[config.mk]
export PLATFORM = sky130hd
export DESIGN_NAME = sound_ready_gen
export DESIGN_NICKNAME = d
export VERILOG_FILES = /design/src/rtl/sound_ready_gen.sv
export SDC_FILE = /design/constraint.sdc
export NUM_CORES = 1
export LEC_CHECK = 0
export CAP_MARGIN = 10
export CORE_MARGIN = 2
export CORE_UTILIZATION = 44
export DETAILED_ROUTE_END_ITERATION = 16
export MAX_ROUTING_LAYER = met4
export PLACE_DENSITY = 0.8
export SKIP_CTS_REPAIR_TIMING = 1
export SLEW_MARGIN = 15
export SYNTH_ARGS = -nofsm -noshare
export SYNTH_HDL_FRONTEND = slang
export SYNTH_SLANG_ARGS = --single-unit
[constraint.sdc]
create_clock -name clock -period 2.4 [get_ports clock]
set_clock_uncertainty 0.2 [all_clocks]
set_input_delay 0.72 -clock clock [delete_from_list [all_inputs] [get_ports clock]]
set_output_delay 0.72 -clock clock [all_outputs]
set_load 0.01 [all_outputs]
[src/rtl/sound_ready_gen.sv]
// Sound-port write stretcher: latches the CPU byte, strobes the sound chip and holds
// SOUND_READY low for WAIT_CYCLES CPU clocks. Optional write counter: SOUND_WRITE_COUNT_EN.
module sound_ready_gen #(
   parameter int WAIT_CYCLES = 32,
   parameter int COUNT_WIDTH = 6
) (
   input  logic       clock,
   input  logic       reset_n,
   input  logic       cpu_clock_posedge,
   input  logic       cpu_clock_negedge,
   input  logic       sound_cs_n,
   input  logic       io_write_n,
   input  logic [7:0] data_in,
   output logic       SOUND_READY,
   output logic [7:0] sound_data,
`ifdef SOUND_WRITE_COUNT_EN
   output logic [15:0] write_count,
`endif
   output logic       sound_we_n
);

   localparam logic [1:0] S_IDLE    = 2'd0;
   localparam logic [1:0] S_WAIT    = 2'd1;
   localparam logic [1:0] S_RELEASE = 2'd2;

   localparam logic [COUNT_WIDTH-1:0] CNT_LOAD = COUNT_WIDTH'(WAIT_CYCLES - 1);

   logic [1:0]             r_state;
   logic [COUNT_WIDTH-1:0] r_cnt;
   logic                   r_ready;
   logic                   r_we_n;
   logic [7:0]             r_data;

   logic w_req;
   logic w_wait_done;
   logic w_unused_negedge;

   assign w_req            = ~sound_cs_n & ~io_write_n;
   assign w_wait_done      = cpu_clock_posedge && (r_state == S_WAIT) && (r_cnt == '0);
   // The CPU falling-edge strobe is part of the bus contract but plays no role in this FSM.
   assign w_unused_negedge = cpu_clock_negedge;

   // NOTE: sequential state uses non-blocking assignments so every register samples
   // pre-edge values; blocking here would create order-dependent simulation races.
   always_ff @(posedge clock) begin
      if (!reset_n) begin
         r_state <= S_IDLE;
         r_cnt   <= '0;
         r_ready <= 1'b1;
         r_we_n  <= 1'b1;
         r_data  <= 8'h00;
      end else if (cpu_clock_posedge) begin
         case (r_state)
            S_IDLE: begin
               if (w_req) begin
                  r_state <= S_WAIT;
                  r_ready <= 1'b0;
                  r_we_n  <= 1'b0;
                  r_data  <= data_in;
                  r_cnt   <= CNT_LOAD;
               end
            end
            S_WAIT: begin
               // A request dropped mid-wait still runs the full count out.
               if (r_cnt != '0) begin
                  r_cnt <= r_cnt - COUNT_WIDTH'(1);
               end else begin
                  r_state <= S_RELEASE;
                  r_ready <= 1'b1;
                  r_we_n  <= 1'b1;
               end
            end
            S_RELEASE: begin
               // Held write must be removed before another one can be accepted.
               if (!w_req) begin
                  r_state <= S_IDLE;
               end
            end
            default: r_state <= S_IDLE;
         endcase
      end
   end

`ifdef SOUND_WRITE_COUNT_EN
   logic [15:0] r_write_count;

   always_ff @(posedge clock) begin
      if (!reset_n) begin
         r_write_count <= 16'h0000;
      end else if (w_wait_done) begin
         r_write_count <= r_write_count + 16'h0001;
      end
   end

   assign write_count = r_write_count;
`endif

   assign SOUND_READY = r_ready;
   assign sound_we_n  = r_we_n;
   assign sound_data  = r_data;

endmodule
==> results.md, run 1 <==
* Outcome: complete, no violations
* Worst Reg-to-Reg Cells at 7
* Seq/Total Area, Yosys at approximately 44%
* Combinational Power Share at roughly a fifth
* Layout fillers at 150
* Final nets at around 130
* Placed Cells at between 100 and 150
* H-tree levels at 1
* Clock power frac at between 20% and 30%
* Hold path depth at 1
* Worst Setup Slack, final at 0.281 ns
* Area delta synth->final at 36.3%
* Part of the power in registers at between 50% and 60%
* Final cycle utilization of the critical path at approximately nine tenths
* Maximum clock rate at approximately 470 MHz
* Inserted Diodes at 0
* CTS tree: done
* Die area at approximately 2100 µm²
* Yosys Warn Count at 0
* Clk Latency, worst-skew pair at approximately 0.28 ns
* Crit path DAT at around 2.1 ns
* Critical Path RT at between 2 and 2.5 ns
* Unrepaired setup endpoints after global routing: no
* I/O Pins at 24
* Max-slew violation count at 0
* Initial cell density of the core at 46.1%
* Clock transition at the registers of the reported paths at 0.09 ns
* Pre-CTS setup slack at -0.0304 ns
* Hold/Removal Path Class: flop to flop
* Layout Cells excl Fill at about 130
* Buffers on Ports at 22
* Clock Path Buffers at 2
* Worst-margin pin slew at ~0.44 ns
* Relative slew margins at between 70 and 80%
* DIE WIDTH at about 46 µm
* Mapped Cells at just over 80
* Design Area, Final at about 1100 µm²
* Crit start category: input port
* Int Pwr at 421 µW
* Clk sinks at 17
* Final core occ at a little over three fifths
* Vias/cell at approximately 5.3
* DR vias at about 670
* Core area at approximately 1700 µm²
* Final min period at ~2.1 ns
* Post-synth cell types at 29
* Remaining DRCs at 0
* Netlist Area Pre-Place at 779 µm²
* Dpl hpwl at approximately 1100 µm
* Layout cells sized above 1 at approximately an eighth
* Post-DP Area at 1030 µm²
* Met1 Resource Use GR at between 20% and 30%
* Final Wtd Congestion at between 0.7 and 0.8
* Vias in the first global route at between 600 and 700
* Total Power at 571 µW
* Total track usage at between 15 and 20%
* First-pass iteration count of the detailed router at 4
* CTS Buf Count at 3
* Largest net degree at the start of global routing at 15
* Maxcap violations at 0
* Clock root cell: clkbuf_4
* First-pass GRT wire length at ~2500 µm
* Sw Pwr at roughly 150 µW
* Crit. End Element: flop
* Pwr Density at between 500 and 600 nW/µm²
* Maximum VDD drop at 0.445 mV
* Grt met3 use at roughly 2.4%
* Final setup fails at 0
* Row count at 15
* Final count of hold timing violations at 0
* Initial DRC count at 11
* Routed WL at between 1000 and 1500 µm
* Average routed wire per standard cell at around 12 µm
* Antenna violations before repair at 0
* Gr busiest metal: met2
* Total grt overflow at 0
* Grt met2 use at between 20 and 30%
* Leak Pwr at 0.000476 µW
* Die Y at 46.1 µm
* Crit Path Category: input port to flop
* Sw Share at approximately a quarter
* Yosys reg bits at 17
* Avg Inst Size Synth at 9.51 µm²
* CP Max Fanout at 8
* Detail Route Antenna Nets at 0
* Syn_nets at 98
-- kinds of logic (layout without fill, tap and decap cells) --
kind of cell	after synthesis	after routing	synth area share [%]
mux	8	8	10.3
fa+ha+maj	2	2	3.21
simple gates	32	32	20.9
flops	17	17	43.7
compound gates	15	15	17.5
buf+inv	8	35	4.49
-- final timing paths --
kind	slack (ns)	from	to
worst max-delay path	0.28	io_write_n	r_cnt[5]
worst min-delay path	0.30	r_cnt[0]	r_cnt[0]
worst max register to register	0.54	r_cnt[0]	r_cnt[5]
worst min register to register	0.30	r_cnt[0]	r_cnt[0]
-- state kept, by name (all words and copies together), names as in the netlist --
signal      cells
sound_we_n      1
r_cnt           6
r_state         2
sound_data      8
-- cells in the mapped netlist --
master	number	area [µm²]
nor2b_1	1	6.26
and3_1	1	6.26
o21ai_0	2	10.0
nor3_1	4	20.0
and4b_1	1	10.0
a21oi_1	5	25.0
a211oi_1	1	7.51
buf_2	1	5.00
nand4_1	1	6.26
nand3_1	1	5.00
nor3b_2	1	12.5
a311oi_1	1	8.76
ha_1	2	25.0
a211o_1	1	8.76
a311oi_4	1	26.3
nor2_1	14	52.6
buf_4	1	7.51
a311oi_2	1	15.0
inv_1	5	18.8
a21oi_2	1	8.76
o21ba_4	1	16.3
o211a_1	1	10.0
dfxtp_1	17	340
nand3b_1	1	7.51
or3_1	1	6.26
clkbuf_1	1	3.75
nand2_1	3	11.3
mux2i_1	8	80.1
nand2b_1	3	18.8
-- area by class of cell --
| class | count | area [µm²] | share of cell area [%] |
|---|---|---|---|
| flip-flops and latches | 17 | 340 | 32.0 |
| clock inverters | 1 | 5.00 | 0.471 |
| multi-input cells | 57 | 404 | 38.0 |
| well taps | 17 | 21.3 | 2.00 |
| inverters | 5 | 18.8 | 1.77 |
| clock buffers | 3 | 22.5 | 2.12 |
| repair buffers | 26 | 250 | 23.6 |
-- through the flow --
stage                     hold slack, ns  setup TNS [ns]
final                              0.295               0
after global routing               0.340               0
after CTS                          0.294               0
after detailed placement           0.278         -0.0545
after global placement             0.272        -0.00560
after floorplan                    0.253               0
-- layer usage --
| layer | up-vias | share of wire, % |
|---|---|---|
| met4 | 0 | 1.3 |
| met1 | 311 | 46 |
| li1 | 339 | - |
| met3 | 2 | 4.2 |
| met2 | 15 | 49 |
| met5 | - | 0 |
-- critical path, cell delays in order --
cell	delay (ns)
clkdlybuf4s50_1	0.43
o21ba_4	0.23
a311oi_4	0.24
buf_4	0.20
nor2_1	0.05
a211o_1	0.22
-- cells in the final DEF, fill, tap and decap left out --
| cell type | instances |
|---|---|
| a311oi_2 | 1 |
| o211a_1 | 1 |
| nand3b_1 | 1 |
| a211oi_1 | 1 |
| a211o_1 | 1 |
| a311oi_4 | 1 |
| dfxtp_1 | 17 |
| or3_1 | 1 |
| o21ai_0 | 2 |
| clkdlybuf4s50_1 | 22 |
| and4b_1 | 1 |
| nand3_1 | 1 |
| mux2i_1 | 8 |
| nand2b_1 | 3 |
| nor2_1 | 14 |
| a311oi_1 | 1 |
| o21ba_4 | 1 |
| nand4_1 | 1 |
| a21oi_1 | 5 |
| and3_1 | 1 |
| nand2_1 | 3 |
| ha_1 | 2 |
| buf_4 | 4 |
| nor2b_1 | 1 |
| nor3_1 | 4 |
| clkbuf_4 | 3 |
| inv_1 | 5 |
| clkinv_2 | 1 |
| a21oi_2 | 1 |
| nor3b_2 | 1 |
-- power groups by stage --
stage | combinational, µW | clock [µW] | sequential [µW]
final | 114 | 149 | 308
after global routing | 127 | 162 | 310
after CTS | 115 | 154 | 308
after floorplan | 65.0 | 0 | 315
after detailed placement | 115 | 0 | 315
after global placement | 112 | 0 | 314
(Power assumes the default switching activity.)
==> run 2, diff against run 1 <==
--- a/constraint.sdc
+++ b/constraint.sdc
@@ -3,3 +3,3 @@
 set_input_delay 0.72 -clock clock [delete_from_list [all_inputs] [get_ports clock]]
 set_output_delay 0.72 -clock clock [all_outputs]
-set_load 0.01 [all_outputs]
+set_load 0.1 [all_outputs]
==> run 2 against run 1 <==
Die area unchanged. Global-route usage is 0.94 points higher. Total power up 11%. Hold slack gained 0.0071 ns. Highest routed layer unchanged. Largest cell class unchanged.
==> results.md, run 2 (synthesized netlist as in run 1, its figures left out) <==
* Antenna violations before repair at 0 (unchanged)
* Clk sinks at 17 (unchanged)
* Total track usage at 17.2% (+0.94 points)
* Detail Route Antenna Nets at 0 (unchanged)
* Crit Path Category: input port to flop
* Maxcap violations at 0 (unchanged)
* Max-slew violation count at 0 (unchanged)
* Initial cell density of the core at 46.1% (unchanged)
* Core area at 1690 µm² (unchanged)
* Maximum clock rate at 475 MHz (+0.65%)
* Clock Path Buffers at 2 (unchanged)
* Row count at 15 (unchanged)
* Final setup fails at 0 (unchanged)
* Total Power at 635 µW (+11%)
* Max stage delay cell, worst path: clkdlybuf4s50_1
* Buffers on Ports at 22 (unchanged)
* Most common cell after layout, fill and taps aside: dfxtp_1
* Most frequent cells in the layout: dfxtp_1 (17), nor2_1 (14), clkdlybuf4s50_1 (12)
* DR vias at 666 (-0.15%)
* Final cycle utilization of the critical path at 87.7% (-0.57 points)
* Relative slew margins at 69.5% (-1.2 points)
* Critical path, cell by cell: clkdlybuf4s50_1 -> o21ba_4 -> a311oi_4 -> buf_4 -> nor2_1 -> a211o_1
* Outcome: complete, no violations
* Final count of hold timing violations at 0 (unchanged)
* Final hold slack at 0.303 ns (+0.00714 ns)
* DIE WIDTH at 46.1 µm (unchanged)
* Vias/cell at 5.24 (-0.94%)
* Leak Pwr at 0.000518 µW (+8.8%)
* Clk Latency, worst-skew pair at 0.29 ns (about the same)
* Unrepaired setup endpoints after global routing: no
* Crit. End Element: flop
* Crit start category: input port
* Hold/Removal Path Class: flop to flop
* Final min period at 2.11 ns (-0.0137 ns)
* Inserted Diodes at 0 (unchanged)
* Vias in the first global route at 636 (+4.4%)
* H-tree levels at 1 (unchanged)
* Crit path DAT at 2.10 ns (about the same)
* First-pass GRT wire length at 2590 µm (+4.4%)
* Clock root cell: clkbuf_4
* I/O Pins at 24 (unchanged)
* Largest register FFs at 8 (unchanged)
* Die Y at 46.1 µm (unchanged)
* CTS tree: done
* Critical Path RT at 2.39 ns (about the same)
* Final nets at 127 (+0.79%)
* Dpl hpwl at 1200 µm (+4.4%)
* Top delay family on crit path: compound AO/OA/AOI/OAI gates
* Maximum VDD drop at 0.411 mV (-7.5%)
* Average routed wire per standard cell at 12.2 µm (+4.0%)
* Final core occ at 65.6% (+2.7 points)
* First-pass iteration count of the detailed router at 4 (unchanged)
* Total grt overflow at 0 (unchanged)
* Critical path's largest stage delay at 0.43 ns (about the same)
* Initial DRC count at 13 (+2)
* Area delta synth->final at 42.1%
* Largest net degree at the start of global routing at 15 (unchanged)
* Pwr Density at 574 nW/µm² (+6.7%)
* Remaining DRCs at 0 (unchanged)
* CTS Buf Count at 3 (unchanged)
* CP Max Fanout at 8 (unchanged)
* Final Wtd Congestion at 0.770 (-1.7%)
* Die area at 2120 µm² (unchanged)
* Layout cells sized above 1 at 21.8% (+9.9 points)
* WP buf/inv at 2 (unchanged)
* Worst-margin pin slew at 0.457 ns (+0.0173 ns)
* Clock transition at the registers of the reported paths at 0.10 ns (about the same)
* Routed WL at 1550 µm (+4.8%)
==> run 2: cell types whose count changed in the layout (fill, tap and decap cells not counted), sizes merged <==
cell	before	now
clkdlybuf4s50	22	12
buf	4	15
==> run 2: cell type report <==
type,count,area (µm²)
clock inverter,1,5.00
multi-input combinational,57,404
clock buffer,3,22.5
timing repair buffer,27,295
sequential,17,340
tap,17,21.3
inverter,5,18.8
fill,150,582
==> run 2: layer usage <==
layer,part of all wire (%),GRT usage [%]
met5,0,-
met3,3.7,3.53
met1,46,22.3
met4,0.64,5.14
met2,49,26.9
==> run 2: path summary, 6_finish.rpt <==
kind | startpoint | end | slack, ns | cells past startpoint
setup / recovery | io_write_n | r_cnt[5] | 0.29 | 6
hold / removal | r_cnt[0] | r_cnt[0] | 0.30 | 1
setup reg to reg | r_cnt[0] | r_cnt[5] | 0.53 | 7
hold reg to reg | r_cnt[0] | r_cnt[0] | 0.30 | 1
==> run 2: per-stage QoR <==
| stage | area, µm² | TNS, ns | setup slack, ns | instances |
|---|---|---|---|---|
| floorplan | 779 | 0 | 0.107 | 82 |
| global placement | 1080 | -0.00109 | -0.00109 | 123 |
| detailed placement | 1080 | -0.0267 | -0.0267 | 123 |
| CTS | 1110 | 0 | 0.287 | 127 |
| global route | 1110 | 0 | 0.200 | 127 |
| finish | 1110 | 0 | 0.295 | 127 |
==> run 2: worst register-to-register path, stage by stage, from the launching register on <==
cell      delay (ns)
dfxtp_1         0.38
inv_1           0.08
ha_1            0.19
nor3b_2         0.18
a311oi_4        0.28
buf_4           0.20
nor2_1          0.05
a211o_1         0.22
==> run 2: report_power, final <==
group | switching, µW | total (µW) | internal [µW] | leakage [µW]
Clock | 96.1 | 158 | 62.0 | 0.0000177
Sequential | 14.3 | 310 | 296 | 0.000139
Combinational | 96.7 | 167 | 70.1 | 0.000362
Total | 207 | 635 | 428 | 0.000518
==> run 3, diff against run 2 <==
- SKIP_LAST_GASP: not set -> 1
==> results of run 3 <==
Final layout, timing and power as in run 2 (identical DEF).
